<file path="config.mk">
export PLATFORM = sky130hd
export DESIGN_NAME = mem_arbiter
export DESIGN_NICKNAME = d
export VERILOG_FILES = /design/src/rtl/mem_arbiter.sv
export SDC_FILE = /design/constraint.sdc
export NUM_CORES = 1
export LEC_CHECK = 0
export ABC_AREA = 0
export CAP_MARGIN = 20
export CORE_MARGIN = 2
export CORE_UTILIZATION = 44
export DETAILED_ROUTE_END_ITERATION = 6
export HOLD_SLACK_MARGIN = 0.03
export PLACE_DENSITY = 0.95
export SLEW_MARGIN = 20
export SYNTH_ARGS = -nofsm -noshare
export SYNTH_HDL_FRONTEND = slang
export SYNTH_SLANG_ARGS = --single-unit
</file>
<file path="constraint.sdc">
create_clock -name clk -period 7 [get_ports clk]
set_input_delay 0.7 -clock clk [delete_from_list [all_inputs] [get_ports clk]]
set_output_delay 0.7 -clock clk [all_outputs]
set_load 0.01 [all_outputs]
</file>
<file path="src/rtl/mem_arbiter.sv">
// Arbitrates the shared single-port data memory between the CPU data port and the camera port.
// Optional `MEM_ARB_RANGE_CHECK_EN`: granted addresses >= LIMIT complete at once with err=1.
module mem_arbiter #(
    parameter int                DATA_W   = 32,
    parameter int                ADDR_W   = 32,
    parameter int                RD_LAT   = 1,
    parameter int                MAX_WAIT = 8,
    parameter logic [ADDR_W-1:0] LIMIT    = ADDR_W'('h80000)
) (
    input  logic              clk,
    input  logic              reset,
    input  logic              cpu_req,
    input  logic              cpu_we,
    input  logic [ADDR_W-1:0] cpu_addr,
    input  logic [DATA_W-1:0] cpu_wdata,
    output logic              cpu_ack,
    output logic [DATA_W-1:0] cpu_rdata,
    input  logic              cam_req,
    input  logic              cam_we,
    input  logic [ADDR_W-1:0] cam_addr,
    input  logic [DATA_W-1:0] cam_wdata,
    output logic              cam_ack,
    output logic [DATA_W-1:0] cam_rdata,
    output logic              mem_en,
    output logic              mem_we,
    output logic [ADDR_W-1:0] mem_addr,
    output logic [DATA_W-1:0] mem_wdata,
    input  logic [DATA_W-1:0] mem_rdata,
    output logic              owner,
    output logic              busy,
    output logic              err
);

    typedef enum logic [1:0] {IDLE, ISSUE, WAIT, DONE} state_t;

    localparam int CW = $clog2(MAX_WAIT + 1);
    localparam int LW = (RD_LAT > 1) ? $clog2(RD_LAT) : 1;

    state_t            state;
    logic   [CW-1:0]   starve;
    logic   [LW-1:0]   wcnt;
    logic              lat_we;

    logic              any_req;
    logic              cam_wins;
    logic              grant;
    logic              cam_active;
    logic              g_we;
    logic [ADDR_W-1:0] g_addr;
    logic [DATA_W-1:0] g_wdata;
    logic              oob;

    // The camera only overrides a competing CPU request once it has been denied MAX_WAIT times.
    assign any_req    = cpu_req | cam_req;
    assign cam_wins   = cam_req & (~cpu_req | (starve == CW'(MAX_WAIT)));
    assign grant      = (state == IDLE) & any_req;
    assign cam_active = (state != IDLE) & owner;
    assign g_we       = cam_wins ? cam_we    : cpu_we;
    assign g_addr     = cam_wins ? cam_addr  : cpu_addr;
    assign g_wdata    = cam_wins ? cam_wdata : cpu_wdata;

`ifdef MEM_ARB_RANGE_CHECK_EN
    assign oob = (g_addr >= LIMIT);
`else
    logic unused_limit;
    assign unused_limit = ^LIMIT;
    assign oob          = 1'b0;
`endif

    always_ff @(posedge clk or posedge reset) begin
        if (reset) begin
            state     <= IDLE;
            starve    <= '0;
            wcnt      <= '0;
            lat_we    <= 1'b0;
            owner     <= 1'b0;
            busy      <= 1'b0;
            err       <= 1'b0;
            mem_en    <= 1'b0;
            mem_we    <= 1'b0;
            mem_addr  <= '0;
            mem_wdata <= '0;
            cpu_ack   <= 1'b0;
            cam_ack   <= 1'b0;
            cpu_rdata <= '0;
            cam_rdata <= '0;
        end else begin
            // NOTE: pulse outputs default low every edge so each strobe/ack lasts exactly one
            // cycle; all state here uses non-blocking assignment so every branch sees pre-edge values.
            mem_en    <= 1'b0;
            mem_we    <= 1'b0;
            mem_addr  <= '0;
            mem_wdata <= '0;
            cpu_ack   <= 1'b0;
            cam_ack   <= 1'b0;
            err       <= 1'b0;

            if (grant && cam_wins)
                starve <= '0;
            else if (cam_req && !cam_active && starve != CW'(MAX_WAIT))
                starve <= starve + 1'b1;

            unique case (state)
                IDLE: begin
                    if (any_req) begin
                        owner  <= cam_wins;
                        lat_we <= g_we;
                        busy   <= 1'b1;
                        if (oob) begin
                            state <= DONE;
                            err   <= 1'b1;
                            if (cam_wins) begin
                                cam_ack   <= 1'b1;
                                cam_rdata <= '0;
                            end else begin
                                cpu_ack   <= 1'b1;
                                cpu_rdata <= '0;
                            end
                        end else begin
                            state     <= ISSUE;
                            mem_en    <= 1'b1;
                            mem_we    <= g_we;
                            mem_addr  <= g_addr;
                            mem_wdata <= g_wdata;
                        end
                    end
                end
                ISSUE: begin
                    if (lat_we) begin
                        state <= DONE;
                        if (owner) cam_ack <= 1'b1;
                        else       cpu_ack <= 1'b1;
                    end else begin
                        state <= WAIT;
                        wcnt  <= LW'(RD_LAT - 1);
                    end
                end
                WAIT: begin
                    // Read data is only valid on the last wait cycle; capture it then.
                    if (wcnt == '0) begin
                        state <= DONE;
                        if (owner) begin
                            cam_ack   <= 1'b1;
                            cam_rdata <= mem_rdata;
                        end else begin
                            cpu_ack   <= 1'b1;
                            cpu_rdata <= mem_rdata;
                        end
                    end else begin
                        wcnt <= wcnt - 1'b1;
                    end
                end
                DONE: begin
                    state <= IDLE;
                    busy  <= 1'b0;
                end
                default: begin
                    state <= IDLE;
                    busy  <= 1'b0;
                end
            endcase
        end
    end

endmodule

</file>
==> flow_metrics.env <==
export IMPL_die_w_um=122
export IMPL_dpl_instance_area_mm2=0.00921
export IMPL_share_of_synthesized_cell_area_in_and_or_nand_and_nor_gates_pct=7.41
export IMPL_cts_sinks=141
export IMPL_final_min_clock_period_ns=2.91
export IMPL_synth_adder_area_share_pct=1.22
export IMPL_detailed_route_drc_error_count=0
export IMPL_ys_types=34
export IMPL_origin_of_the_critical_flop_to_flop_path="starve[0]"
export IMPL_post_synthesis_mean_instance_area_um2=12.4
export IMPL_worstSetupPathType="input port to flop"
export IMPL_drt_pass1_iterations=4
export IMPL_worstPathArrival_ns=3.23
export IMPL_die_area_mm2=0.0150
export IMPL_critPathMaxFanout=80
export IMPL_instances_no_fill=973
export IMPL_clock_path_buffers=2
export IMPL_synth_ff_latch_count=141
export IMPL_synth_xor_area_share_pct=0
export IMPL_synth_async_reset_ratio_pct=100
export IMPL_placed_wire_length_estimate_after_detailed_placement_um=13300
export IMPL_area_inside_the_core_boundary_mm2=0.0138
export IMPL_timing_reg2reg_worst_path_depth=6
export IMPL_grt_pass1_wl_um=27500
export IMPL_synth_edff_count=0
export IMPL_max_slew_margin_pct=48.4
export IMPL_drt_iter0_markers=277
export IMPL_vias=5057
export IMPL_critPathSlowestCell="clkdlybuf4s50_1"
export IMPL_crit_end_element="flop"
export IMPL_clk_pin_slew_worst_paths_ns=0.06
export IMPL_reg2reg_slack_ns=4.44
export IMPL_yosys_warnings=0
export IMPL_ioPinCount=301
export IMPL_cts_root_buffer="clkbuf_16"
export IMPL_largest_family_of_logic_cells_by_synthesized_area="compound AO/OA/AOI/OAI gates"
export IMPL_final_hold_viol_count=0
export IMPL_maxCapViolCount=0
export IMPL_detail_route_wl_per_cell_um=18.8
export IMPL_critical_path_required_ns=7.32
export IMPL_viasPerCell=5.20
export IMPL_cts_htree_levels=4
export IMPL_static_leakage_uw=0.00425
export IMPL_grt_pass1_vias=5147
export IMPL_status="finished clean"
export IMPL_vdd_ir_drop_max_mv=0.153
export IMPL_chipHeight_um=122
export IMPL_routed_wl_um=18300
export IMPL_netlist_instances=498
export IMPL_crit_path_cell_trace="clkdlybuf4s50_1 > nand4b_4 > buf_4 > a21bo_1 > a31oi_1"
export IMPL_finalInstanceArea_mm2=0.00984
export IMPL_nNetsFinal=951
export IMPL_critical_path_top_delay_family="buffers and inverters"
export IMPL_ctsHoldBuffers=0
export IMPL_critical_path_startpoint_type="input port"
export IMPL_most_common_layout_cells="clkdlybuf4s50_1, dfrtp_1, a21oi_1"
export IMPL_min_to="cam_rdata[5]"
export IMPL_grt_util_all_layers_pct=24.5
export IMPL_unrepaired_setup_endpoints_after_global_routing="no"
export IMPL_area_growth_syn_to_layout_pct=59.7
export IMPL_port_buffers=299
export IMPL_timing_final_crit_share_pct=41.5
export IMPL_r2r_end="lat_we"
export IMPL_globalplace_congestion=0.794
export IMPL_post_cts_buffers=0
export IMPL_tns_ns=0
export IMPL_tritoncts="built"
export IMPL_max_clock_freq_mhz=344
export IMPL_power_density_normalized_to_cell_area_mw_per_mm2=375
export IMPL_worst_clock_skew_ns=0.0124
export IMPL_rows=43
export IMPL_muxShareOfSynthArea_pct=11.7
export IMPL_worstSkewPairLatency_ns=0.41
export IMPL_place_inst=939
export IMPL_timing_hold_worst_class="flop to flop"
export IMPL_ys_flop_type="dfrtp_1"
export IMPL_syn_area_mm2=0.00616
export IMPL_ctsResizeCount=0
export IMPL_syn_nets=670
export IMPL_antenna_violations_before_repair=1
export IMPL_timing_critical_path_slowest_cell_delay_ns=0.75
export IMPL_worst_hold_slack_ns=0.491
export IMPL_tightest_slew_ns=0.773
export IMPL_layout_cells_most_common="clkdlybuf4s50_1"
export IMPL_cts_buffers_inserted=17
export IMPL_hold_start="cam_rdata[5]"
export IMPL_filler_cell_count=958
export IMPL_grt_max_degree=81
export IMPL_grt_overflow_total=0
export IMPL_holdPathStages=1
export IMPL_total_power_uw=3690
export IMPL_final_antenna_net_count=0
export IMPL_initial_core_utilization_pct=44.7
export IMPL_final_max_slew_violation_count=0
export IMPL_synth_sequential_area_ratio_pct=57.3
export IMPL_drive_gt1_share_pct=14.4
export IMPL_timing_critical_path_buf_inv=2
export IMPL_synth_compound_gate_area_share_pct=17.9
export IMPL_setup_viol=0
metrics by stage:
step / util [%] / worst slack (ns)
after floorplan: - / 2.52
after global placement: 66.9 / 3.77
after detailed placement: 66.9 / 3.70
after CTS: 71.2 / 4.15
after global routing: 71.4 / 3.92
final: 71.4 / 4.09
cells in the mapped netlist, types with 2 or more instances:
cell type / number / area, um^2
clkbuf_1: 10 / 37.5
nand2_1: 4 / 15.0
buf_6: 4 / 45.0
nand2b_1: 2 / 12.5
a21oi_1: 67 / 335
nor2_1: 3 / 11.3
a21bo_1: 36 / 360
o31ai_1: 3 / 22.5
inv_1: 9 / 33.8
o21ai_0: 5 / 25.0
nand4_1: 2 / 12.5
ha_1: 6 / 75.1
a21oi_2: 3 / 26.3
a21bo_2: 29 / 290
buf_2: 27 / 135
o21ai_1: 2 / 10.0
buf_4: 3 / 22.5
mux2_2: 39 / 439
mux2_1: 25 / 282
nand3_1: 65 / 325
dfrtp_1: 141 / 3530
cells by family after synthesis:
family          after synthesis
flops                       141
buf+inv                      53
compound gates              149
other cells                   1
fa+ha+maj                     6
mux                          64
simple gates                 84
worst max path at each step:
stage	cells after the start	from	end
finish	5	cam_req	lat_we
global route	5	cam_req	lat_we
CTS	5	cam_req	mem_addr[9]
detailed placement	5	cam_req	mem_addr[9]
global placement	5	cam_req	lat_we
floorplan	1	reset	busy
state kept, by name, summed over array words and instances (netlist names), 2 cells and up:
| name | count |
|---|---|
| state | 2 |
| cpu_rdata | 32 |
| mem_addr | 32 |
| mem_wdata | 32 |
| starve | 4 |
| cam_rdata | 32 |
area by class of cell:
type	instances	area (um^2)	area share (%)
sequential	141	3530	35.9
inverter	9	38.8	0.394
timing repair buffer	306	3070	31.2
antenna	1	2.50	0.0254
clock buffer	22	474	4.82
tap	180	225	2.29
clock inverter	10	128	1.30
multi-input combinational	304	2380	24.2
routing by layer:
| metal | share of wire [%] | global-route usage [%] | vias up |
|---|---|---|---|
| met5 | 0 | 0 | - |
| li1 | - | - | 2324 |
| met3 | 10 | 10.5 | 40 |
| met1 | 37 | 26.3 | 2453 |
| met2 | 50 | 42.0 | 240 |
| met4 | 2.9 | 10.9 | 0 |
where the power goes:
part	internal (uW)	leakage [uW]	total, uW	switching (uW)
logic	856	0.00218	1490	634
registers	1120	0.00178	1290	168
clock network	559	0.000288	908	349
total	2540	0.00425	3690	1150
No activity file was read; power rests on OpenSTA's default activity.
